### src/rtl/settings_bus_arbiter_pkg.sv
// Shared definitions for the game-settings bus arbiter and its clients.
package settings_bus_arbiter_pkg;

    typedef enum logic [1:0] {
        IDLE,
        ISSUE,
        WAIT_ACK
    } arb_state_t;

    localparam logic [15:0] WB_ERR_DATA = 16'hDEAD;

    // Settings register map, shared by requesters and the slave
    localparam logic [7:0] REG_DIFFICULTY   = 8'h00;
    localparam logic [7:0] REG_ROWS         = 8'h02;
    localparam logic [7:0] REG_COLS         = 8'h04;
    localparam logic [7:0] REG_MINES        = 8'h06;
    localparam logic [7:0] REG_TIME_LIMIT   = 8'h08;
    localparam logic [7:0] REG_SEED         = 8'h0A;
    localparam logic [7:0] REG_HIGH_SCORE   = 8'h0C;
    localparam logic [7:0] REG_GAMES_PLAYED = 8'h0E;
    localparam logic [7:0] REG_GAMES_WON    = 8'h10;

endpackage

### src/rtl/settings_bus_arbiter_if.sv
// Pipelined Wishbone read port between the arbiter and the settings slave.
interface wishbone_if #(
    parameter int ADDR_W = 8,
    parameter int DATA_W = 16
);
    logic              stb_o;
    logic              we_o;
    logic [ADDR_W-1:0] adr_o;
    logic              ack_i;
    logic              stall_i;
    logic [DATA_W-1:0] dat_i;

    modport master (
        output stb_o, we_o, adr_o,
        input  ack_i, stall_i, dat_i
    );

    modport slave (
        input  stb_o, we_o, adr_o,
        output ack_i, stall_i, dat_i
    );
endinterface

### src/rtl/settings_bus_arbiter_rr_picker.sv
// Round-robin selector: first set request above last_grant, wrapping.
module rr_picker #(
    parameter int N_REQ = 3,
    localparam int GW = $clog2(N_REQ)
) (
    input  logic [N_REQ-1:0] req,
    input  logic [GW-1:0]    last_grant,
    output logic             any,
    output logic [GW-1:0]    next_grant
);

    always_comb begin
        logic found;
        int   idx;
        any        = |req;
        next_grant = last_grant;
        found      = 1'b0;
        idx        = 0;
        for (int k = 1; k <= N_REQ; k++) begin
            idx = (int'(last_grant) + k) % N_REQ;
            if (!found && req[idx]) begin
                next_grant = GW'(idx);
                found      = 1'b1;
            end
        end
    end

endmodule

### src/rtl/settings_bus_arbiter.sv
// Serialises settings-register reads from several clients onto one
// Wishbone master port and routes each reply back to its requester.
module settings_bus_arbiter
    import settings_bus_arbiter_pkg::*;
#(
    parameter int N_REQ   = 3,
    parameter int ADDR_W  = 8,
    parameter int DATA_W  = 16,
    parameter int TIMEOUT = 15,
    localparam int GW = $clog2(N_REQ)
) (
    input  logic                    clk,
    input  logic                    rst,
    input  logic [N_REQ-1:0]        req_i,
    input  logic [N_REQ*ADDR_W-1:0] req_adr_i,
    output logic [N_REQ-1:0]        rsp_valid_o,
    output logic [DATA_W-1:0]       rsp_data_o,
    output logic                    rsp_err_o,
    output logic [GW-1:0]           grant_o,
    wishbone_if.master              game_settings
);

    arb_state_t  state;
    logic [GW-1:0] last_grant;
    logic [7:0]  timer;
    logic        any;
    logic [GW-1:0] next_grant;

    rr_picker #(.N_REQ(N_REQ)) u_picker (
        .req        (req_i),
        .last_grant (last_grant),
        .any        (any),
        .next_grant (next_grant)
    );

    // The port is read-only
    assign game_settings.we_o = 1'b0;

    always_ff @(posedge clk) begin
        if (rst) begin
            state               <= IDLE;
            game_settings.stb_o <= 1'b0;
            game_settings.adr_o <= '0;
            rsp_valid_o         <= '0;
            rsp_data_o          <= '0;
            rsp_err_o           <= 1'b0;
            grant_o             <= '0;
            last_grant          <= GW'(N_REQ - 1);
            timer               <= '0;
        end else begin
            rsp_valid_o <= '0;
            rsp_err_o   <= 1'b0;
            unique case (state)
                IDLE: begin
                    if (any) begin
                        grant_o             <= next_grant;
                        game_settings.adr_o <=
                            req_adr_i[int'(next_grant)*ADDR_W +: ADDR_W];
                        game_settings.stb_o <= 1'b1;
                        state               <= ISSUE;
                    end
                end
                ISSUE: begin
                    // A stalled slave (menu mode) holds us here without timeout
                    if (!game_settings.stall_i) begin
                        game_settings.stb_o <= 1'b0;
                        timer               <= '0;
                        state               <= WAIT_ACK;
                    end
                end
                WAIT_ACK: begin
                    if (game_settings.ack_i) begin
                        rsp_valid_o <= N_REQ'(1) << grant_o;
                        rsp_data_o  <= game_settings.dat_i;
                        last_grant  <= grant_o;
                        state       <= IDLE;
                    end else if (timer == 8'(TIMEOUT - 1)) begin
                        rsp_valid_o <= N_REQ'(1) << grant_o;
                        rsp_data_o  <= DATA_W'(WB_ERR_DATA);
                        rsp_err_o   <= 1'b1;
                        last_grant  <= grant_o;
                        state       <= IDLE;
                    end else begin
                        timer <= timer + 8'd1;
                    end
                end
                default: state <= IDLE;
            endcase
        end
    end

endmodule

### src/flat_wrapper.sv
// flat-port wrapper written by rule: the top's interface ports become plain ports
module settings_bus_arbiter_flat import settings_bus_arbiter_pkg::*;
#(
    parameter int N_REQ   = 3,
    parameter int ADDR_W  = 8,
    parameter int DATA_W  = 16,
    parameter int TIMEOUT = 15,
    localparam int GW = $clog2(N_REQ)
)
  (clk, rst, req_i, req_adr_i, rsp_valid_o, rsp_data_o, rsp_err_o, grant_o, game_settings_stb_o, game_settings_we_o, game_settings_adr_o, game_settings_ack_i, game_settings_stall_i, game_settings_dat_i);
  wishbone_if #(.ADDR_W(ADDR_W), .DATA_W(DATA_W)) game_settings_i ();
  input  logic clk;
  input  logic rst;
  input  logic [N_REQ-1:0] req_i;
  input  logic [N_REQ*ADDR_W-1:0] req_adr_i;
  output logic [N_REQ-1:0] rsp_valid_o;
  output logic [DATA_W-1:0] rsp_data_o;
  output logic rsp_err_o;
  output logic [GW-1:0] grant_o;
  output wire logic [$bits(game_settings_i.stb_o)-1:0] game_settings_stb_o;
  output wire logic [$bits(game_settings_i.we_o)-1:0] game_settings_we_o;
  output wire logic [$bits(game_settings_i.adr_o)-1:0] game_settings_adr_o;
  input wire logic [$bits(game_settings_i.ack_i)-1:0] game_settings_ack_i;
  input wire logic [$bits(game_settings_i.stall_i)-1:0] game_settings_stall_i;
  input wire logic [$bits(game_settings_i.dat_i)-1:0] game_settings_dat_i;
  assign game_settings_stb_o = game_settings_i.stb_o;
  assign game_settings_we_o = game_settings_i.we_o;
  assign game_settings_adr_o = game_settings_i.adr_o;
  assign game_settings_i.ack_i = game_settings_ack_i;
  assign game_settings_i.stall_i = game_settings_stall_i;
  assign game_settings_i.dat_i = game_settings_dat_i;
  settings_bus_arbiter #(.N_REQ(N_REQ), .ADDR_W(ADDR_W), .DATA_W(DATA_W), .TIMEOUT(TIMEOUT)) u_core (.clk(clk), .rst(rst), .req_i(req_i), .req_adr_i(req_adr_i), .rsp_valid_o(rsp_valid_o), .rsp_data_o(rsp_data_o), .rsp_err_o(rsp_err_o), .grant_o(grant_o), .game_settings(game_settings_i));
endmodule
### config.mk
export PLATFORM = sky130hd
export DESIGN_NAME = settings_bus_arbiter_flat
export DESIGN_NICKNAME = d
export VERILOG_FILES = /design/src/rtl/settings_bus_arbiter_pkg.sv /design/src/rtl/settings_bus_arbiter_if.sv /design/src/rtl/settings_bus_arbiter_rr_picker.sv /design/src/rtl/settings_bus_arbiter.sv /design/src/flat_wrapper.sv
export SDC_FILE = /design/constraint.sdc
export NUM_CORES = 1
export LEC_CHECK = 0
export ABC_AREA = 0
export BUFFER_PORTS_ARGS = -buffer_cell sky130_fd_sc_hd__buf_2
export CAP_MARGIN = 25
export CORE_ASPECT_RATIO = 0.7
export CORE_MARGIN = 4
export CORE_UTILIZATION = 25
export CTS_BUF_LIST = sky130_fd_sc_hd__clkbuf_4 sky130_fd_sc_hd__clkbuf_8 sky130_fd_sc_hd__clkbuf_16
export CTS_CLUSTER_DIAMETER = 100
export DETAILED_ROUTE_END_ITERATION = 16
export GPL_ROUTABILITY_DRIVEN = 0
export PLACE_DENSITY_LB_ADDON = 0.25
export RECOVER_POWER = 25
export SLEW_MARGIN = 20
export SYNTH_ARGS = -nofsm -noshare
export SYNTH_HDL_FRONTEND = slang
export SYNTH_SLANG_ARGS = --single-unit
### constraint.sdc
create_clock -name clk -period 2.6 [get_ports clk]
set_input_delay 0.13 -clock clk [delete_from_list [all_inputs] [get_ports clk]]
set_output_delay 0.13 -clock clk [all_outputs]
set_load 0.02 [all_outputs]
# After elaboration in Yosys (flattened, before gate mapping)
# Cells that the tools add are included.
word_totals:
  output_inout_bits: 32
  in_bits: 47
  register_bits: 43
  elab_cells: 79
classes:
  add_sub_neg: 4
  reduce_logical: 16
  n_div: 3
  muxes: 33
  n_bitwise: 1
  n_shift: 2
  order_cmp: 3
  n_eq_ne: 8
op_table:
  columns: ["op", "count"]
  rows:
  - ["$lt A32 B4 Y1 const B", 3]
  - ["$mod A32 B3 Y32 const B", 3]
  - ["$mux W16", 2]
  - ["$mux W8", 3]
  - ["$shiftx A24 B6 Y8", 1]
  - ["$mux W2", 9]
  - ["$pmux W8 S2", 1]
  - ["$mux W1", 11]
  - ["$add A8 B1 Y8 const B", 1]
  - ["$eq A8 B4 Y1 const B", 1]
  - ["$add A2 B2 Y3 const B", 2]
  - ["$bmux W1 S2", 3]
  - ["$mux W3", 2]
  - ["$ne A2 B2 Y1 const B", 3]
  - ["$pmux W2 S3", 1]
  - ["$reduce_and A3 Y1", 2]
  - ["$reduce_bool A2 Y1", 3]
  - ["$reduce_or A3 Y1", 2]
  - ["$reduce_and A2 Y1", 2]
  - ["$reduce_and A4 Y1", 1]
  - ["$add A2 B1 Y3 const B", 1]
  - ["$ne A3 B2 Y1 const B", 1]
  - ["$shl A1 B2 Y3 const A", 1]
  - ["$eq A2 B1 Y1 const B", 1]
  - ["other kinds (8)", 10]

# Longest topological paths before layout
# Gate-level depths: netlist of the first run.
depth:
  word_depth: 13
  mapped_depth: 10
  mapped_depth_nobuf: 8

# Cells and area by module
# A second synthesis of the first run with hierarchy kept.
hier_totals:
  cells_unflattened: 236
  hier_area_um2: 2140.8
modules_own_cells:
  columns: ["mod", "cells_each", "seq_area_each_um2", "area_per_inst_um2", "instances"]
  rows:
  - ["settings_bus_arbiter", 199, 860.8, 1861.8, 1]
  - ["rr_picker", 37, 0.0, 279.0, 1]

# Worst setup path before layout of the first run
# No wires, ideal clock.
synth_timing:
  path_kind: "flip-flop to flip-flop"
  start: "register u_core.last_grant[0]"
  end: "register u_core.game_settings.adr_o[0]"
  path_stages_with_launch: 11
  arrival_ns: 2.169
  setup_time_ns: 0.091
  t_required_ns: 2.509
  path_buffers: 2
  synth_period_minus_slack_ns: 2.260
  setup_slack_ns: 0.340
  path_cell_list: "dfxtp_1 -> inv_1 -> ha_1 -> buf_6 -> and2b_2 -> o211ai_2 -> and2_4 -> a221oi_4 -> buf_6 -> nand3_1 -> a311oi_1"
synth_via:
  elab_chain_cells: 13
  word_cells_on_any_way: 25
  cone_classes: "add/sub: 3; div: 3; shift: 1; mux: 14; reduce/logical: 4"
synth_rtl:
  columns: ["item", "line", "rtl"]
  rows:
  - ["from (decl)", "settings_bus_arbiter.sv:24", "logic [GW-1:0] last_grant;"]
  - ["from (signal assigned)", "settings_bus_arbiter.sv:48", "last_grant <= GW'(N_REQ - 1);"]
  - ["from (signal assigned)", "settings_bus_arbiter.sv:75", "last_grant <= grant_o;"]
  - ["from (signal assigned)", "settings_bus_arbiter.sv:81", "last_grant <= grant_o;"]
  - ["$add A2 B1 Y3", "settings_bus_arbiter_rr_picker.sv:20", "idx = (int'(last_grant) + k) % N_REQ;"]
  - ["$mod A32 B3 Y32", "settings_bus_arbiter_rr_picker.sv:20", null]
  - ["$bmux W1 S2", "settings_bus_arbiter_rr_picker.sv:21", "if (!found && req[idx]) begin"]
  - ["$mux W1 (implied by the code) (2 in series)", "settings_bus_arbiter_rr_picker.sv:21", null]
  - ["$mux W1", "settings_bus_arbiter_rr_picker.sv:21", null]
  - ["$logic_not A1 Y1", "settings_bus_arbiter_rr_picker.sv:21", null]
  - ["$logic_and A1 B1 Y1", "settings_bus_arbiter_rr_picker.sv:21", null]
  - ["$mux W1", "settings_bus_arbiter_rr_picker.sv:21", null]
  - ["$logic_not A1 Y1", "settings_bus_arbiter_rr_picker.sv:21", null]
  - ["$logic_and A1 B1 Y1", "settings_bus_arbiter_rr_picker.sv:21", null]
  - ["$mux W2 *", "settings_bus_arbiter_rr_picker.sv:21", null]
  - ["$shiftx A24 B6 Y8 *", "settings_bus_arbiter.sv:58", "req_adr_i[int'(next_grant)*ADDR_W +: ADDR_W];"]
  - ["to (signal assigned)", "settings_bus_arbiter.sv:57", "game_settings.adr_o <="]
  - ["to (decl)", "settings_bus_arbiter_if.sv:14", "output stb_o, we_o, adr_o,"]
# Mark *: on every way between the ends. The rest lies on a longest branch, timed or not. The select of a mux whose other input is x is not followed.
# A chain may end at the register's enable or synchronous reset.

# Worst setup path after layout of the first run
layout_timing:
  start: "register u_core.last_grant[1]"
  end: "register u_core.game_settings.adr_o[3]"
# The elaborated chain is that of the path after synthesis.

==> run summary, run 1 <==
status: finished clean
slew at the pin closest to its max-slew limit: 0.707 ns
hold_buf cts: 0
Pins Over Slew Limit: 0
pin count of the biggest net entering global routing: 37
Post-Syn Instances: 268
Synth top cells by count: dfxtp_1, nor2_1, nor3_1
post-synth top area share: 0.379
HP Start: game_settings_ack_i
Hold Path Class: input pin to register
top_reg_cell synth: dfxtp_1
busiest grt layer: met1
Non-Filler Instances: 467
Area contributors post-synth: dfxtp_1, nor3_1, nor2_1
Max FO, Critical Path: 8
WS Path Type: register to register
IO Pins: 79
hpwl dp: 4600 um
Req. time, crit path: 2.80 ns
area grow syn2layout: 28.7%
Total Power: 1.65 mW
Post-Syn Area per Cell: 8.48 um2
met3 GRT Util: 0.0400
post-synthesis register bit count: 43
async set-reset flop share out of synthesis: 0
max_cap viols: 0
H-tree Lvls: 2
startpoint types: register
Die Area: 10700 um2
placed cells: 455
Clock Path Buffers: 2
min cycle time layout: 2.39 ns
Antenna diodes: 0
first-pass GRT wire length: 10100 um
Leak Pwr: 1.21 nW
CTS Root Cell: clkbuf_16
Initial Util: 0.263
Die X: 122 um
Setup Viol. Count Final: 0
CTS Buf Count: 5
met2 global-route usage: 0.165
synth unique cells: 52
launch point of the worst path: u_core.last_grant[1]
DRT Wirelength: 6370 um
Max-slew headroom: 0.528
I/O Buffers: 77
Final Hold Viols: 0
layout cells sized above 1: 0.280
mapped cell area: 2270 um2
CTS tree: done
vias in the first global route: 2148
count leader, synth: dfxtp_1
total number of vias: 2164
reg2reg start: u_core.last_grant[1]
GRT Total Usage: 0.119
routed len/inst: 13.6 um
nets: 399
initial antenna violation count: 0
worst vdd ir: 251 uV
final cycle utilization of the critical path: 0.921
Post-synth EDFFs: 0
row count: 28
Via density: 4.63
Power Density: 563 nW/um2
total nets after synthesis: 321
Iter 0 DRT Violations: 75
worst clock skew: 0.00691 ns
area leader, netlist: dfxtp_1
CTS sink cnt: 43
grt ovf: 0
Routed Antenna Nets: 0
worst skew pair latency: 0.29 ns
Achievable Freq: 418 MHz
WP data arrival: 2.59 ns
sequential-to-total area share from yosys stat: 0.379
Reg clk slew, reported paths: 0.07 ns
Synthesis Warnings: 0
met1 Resource Use GR: 0.171
First-pass DRT Iterations: 4
Placeable Area: 8650 um2
DIE HEIGHT: 87.8 um
DR DRC count: 0
CP Capture Type: register
## power by group
| group | internal [mW] | switching [mW] |
|---|---|---|
| combinational | 0.124 | 0.179 |
| clock | 0.365 | 0.263 |
| sequential | 0.693 | 0.0248 |
| total | 1.18 | 0.467 |
## critical path, cell delays in order (launching register included)
cell and delay (ns):
dfxtp_1 0.43, ha_2 0.37, mux2i_2 0.31, mux2i_4 0.16, a2111oi_4 0.32, buf_4 0.20
o21ai_0 0.09, a21o_2 0.19, a311oi_1 0.24
## final timing paths
path                                                       to  slack [ns]  cells after the start
worst min register to register           u_core.rsp_data_o[4]        0.47                      2
worst max-delay path            u_core.game_settings.adr_o[3]        0.21                      8
worst max register to register  u_core.game_settings.adr_o[3]        0.21                      8
worst min-delay path                         u_core.rsp_err_o        0.07                      2
## cells in the final DEF (no fill, tap or decap), types with 2 or more instances in the layout
cell,n
buf_2,60
dfxtp_1,43
nor2_1,35
nor3_1,28
nand3_1,24
clkbuf_1,17
nand2_1,15
o21ai_0,13
a21oi_1,11
buf_4,10
a311oi_1,9
a21o_1,8
xor2_1,6
inv_1,5
clkbuf_16,5
nand2b_1,4
mux2i_1,4
ha_1,4
nor2b_1,3
and2_1,2
and3_1,2
a211o_1,2
nor3b_1,2
nand4_1,2
nor3_2,2
and2b_1,2
ha_2,2
## sequential cells by signal (all words and copies together), names as in the netlist, 2 cells and up
register,count
u_core.game_settings.adr_o,8
u_core.state,2
u_core.last_grant,2
u_core.timer,8
u_core.rsp_data_o,16
u_core.rsp_valid_o,3
u_core.grant_o,2
## routing by layer
layer  routed length [um]  up-vias
met5                    0        -
met4                   54        0
met3                  411        7
met2                 2670       66
met1                 3240      984
li1                     -     1107
## per-stage QoR
stage          hold WS [ns]  utilization  setup TNS, ns  setup WS [ns]  area (um2)
2_1_floorplan         0.209            -              0          0.340        2270
3_3_place_gp          0.364        0.318              0          0.178        2750
3_5_place_dp          0.377        0.318              0          0.123        2750
4_1_cts              0.0726        0.335              0          0.106        2900
5_1_grt              0.0862        0.338       -0.00252       -0.00252        2930
6_report             0.0731        0.338              0          0.205        2930
## layout make-up
class | count | area (um2)
Clock inverter | 2 | 12.5
Multi-Input combinational cell | 204 | 1310
Timing Repair Buffer | 87 | 439
Clock buffer | 6 | 133
Tap cell | 120 | 150
Fill cell | 941 | 5730
Inverter | 5 | 18.8
Sequential cell | 43 | 861
## cell families after synthesis
| logic type | synth area share |
|---|---|
| other cells | 0.00165 |
| simple gates | 0.287 |
| mux | 0.0418 |
| buf+inv | 0.0561 |
| xor+xnor | 0.0231 |
| fa+ha+maj | 0.0330 |
| flops | 0.379 |
| compound gates | 0.179 |
## timing repair
item                                    in CTS  in global routing
buffers inserted                             0                  4
endpoints found under the setup margin       0                  8
gates resized for setup                      0                  5
Note: power is estimated with default switching activity, not from simulation.
==> run 2, diff against run 1 <==
Settings changed: CORE_UTILIZATION 25 to 50.
==> run 2 against run 1 <==
Compared with the run above:
- critical path depth rose by 1
- highest routed layer unchanged
- critical path type unchanged
- clock-buffer cell count fell by 1
- setup slack got worse by 0.047 ns
- wire length fell by 15%
- sequential cell count did not move
- via count barely moved
- largest cell class unchanged
- final area fell by 5.2%
- register-to-register slack got worse by 0.05 ns
==> run summary, run 2 (synthesis gave the netlist of run 1 again) <==
fillers: 402
status: finished clean
capturing point of the worst reg2reg path: u_core.game_settings.adr_o[2]
slew at the pin closest to its max-slew limit: 0.651 ns
Achievable Freq: 410 MHz
CTS sink cnt: 43
Top Registers: u_core.rsp_data_o: 16 flops, u_core.game_settings.adr_o: 8 flops, u_core.timer: 8 flops
commonest non-fill, non-tap cell in the layout: buf_2
row count: 20
Leak Pwr: 1.18 nW
crit path capture: u_core.game_settings.adr_o[2]
commonest non-fill, non-tap cells in the layout: buf_2, dfxtp_1, nor2_1
min cycle time layout: 2.44 ns
grt ovf: 0
total number of vias: 2162
routed len/inst: 13.7 um
I/O Buffers: 77
worst clock skew: 0.00666 ns
Req. time, crit path: 2.80 ns
Initial Util: 0.522
GRT Total Usage: 0.201
CP Capture Type: register
Antenna diodes: 0
area grow syn2layout: 22.1%
reg2reg start: u_core.last_grant[1]
first-pass GRT wire length: 9160 um
IO Pins: 79
DIE HEIGHT: 64.4 um
Placeable Area: 4350 um2
H-tree Lvls: 2
max_cap viols: 0
DR DRC count: 0
Clock Path Buffers: 2
Hold Path Class: input pin to register
DRT Wirelength: 5440 um
CTS Root Cell: clkbuf_8
Reg2Reg Setup Slack: 0.16 ns
R2R depth: 9
Setup Viol. Count Final: 0
Iter 0 DRT Violations: 101
Routed Antenna Nets: 0
vias in the first global route: 2023
Die X: 88.6 um
First-pass DRT Iterations: 4
layout cells sized above 1: 0.261
CTS Buf Count: 5
Die Area: 5710 um2
Hold WS: 0.0546 ns
initial antenna violation count: 0
Max-slew headroom: 0.566
Reg clk slew, reported paths: 0.08 ns
setup TNS: 0 ns
max reg flops: 16
WS Path Type: register to register
worst vdd ir: 308 uV
Pins Over Slew Limit: 0
hpwl dp: 4060 um
Via density: 5.46
worst skew pair latency: 0.29 ns
hold_buf cts: 0
Biggest register: u_core.rsp_data_o
WP data arrival: 2.64 ns
Final Hold Viols: 0
Total Power: 1.53 mW
FF/Latch Area: 861 um2
launch point of the worst path: u_core.last_grant[1]
Max FO, Critical Path: 17
nets: 393
Power Density: 550 nW/um2
startpoint types: register
Multi-input gate area: 1320 um2
pin count of the biggest net entering global routing: 37
final cycle utilization of the critical path: 0.939
CTS tree: done
==> run 2: repair_timing <==
item	CTS	global route
setup buffers	0	0
hold endpoints to repair	0	0
endpoints found under the setup margin	0	8
resized for setup	0	4
==> run 2: layout make-up <==
cell class                      instances  share of cell area
Clock buffer                            5              0.0248
Clock inverter                          3              0.0158
Inverter                                5             0.00676
Multi-Input combinational cell        204               0.474
Sequential cell                        43               0.310
Tap cell                               55              0.0248
Timing Repair Buffer                   81               0.143
==> run 2: worst min path at each step <==
stage	startpoint	end	slack, ns	depth (start not counted)
finish	game_settings_ack_i	u_core.rsp_err_o	0.05	2
global placement	game_settings_ack_i	u_core.rsp_err_o	0.35	2
floorplan	game_settings_ack_i	u_core.rsp_err_o	0.21	1
global route	game_settings_ack_i	u_core.rsp_err_o	0.05	2
detailed placement	game_settings_ack_i	u_core.rsp_err_o	0.35	2
CTS	game_settings_ack_i	u_core.rsp_err_o	0.04	2
==> run 2: critical path, cell delays in order (launching register included) <==
cell      delay [ns]
dfxtp_1         0.47
inv_1           0.10
ha_1            0.32
or2b_1          0.33
a21oi_4         0.24
nand3b_2        0.19
a221oi_4        0.06
buf_4           0.21
a21o_1          0.18
a311oi_1        0.25
==> run 2: where the power goes <==
part | switching [mW] | total (mW) | leakage (nW) | internal, mW
registers | 0.0243 | 0.716 | 0.350 | 0.692
clock network | 0.227 | 0.513 | 0.0581 | 0.286
logic | 0.174 | 0.298 | 0.776 | 0.124
==> run 2: routing by layer <==
layer,track usage,vias to the layer above,share of wire
li1,-,1097,-
met1,0.290,990,0.49
met3,0.0699,4,0.074
met4,0.0472,0,0.0074
met5,0,-,0
met2,0.286,71,0.42
==> run 2: per-stage QoR <==
stage / util / cells / setup slack [ns] / instance area [um2]
finish: 0.637 / 396 / 0.158 / 2780
floorplan: - / 268 / 0.340 / 2270
CTS: 0.636 / 396 / 0.0579 / 2770
global placement: 0.608 / 387 / 0.186 / 2650
detailed placement: 0.610 / 388 / 0.0600 / 2660
global route: 0.637 / 396 / -0.0311 / 2780
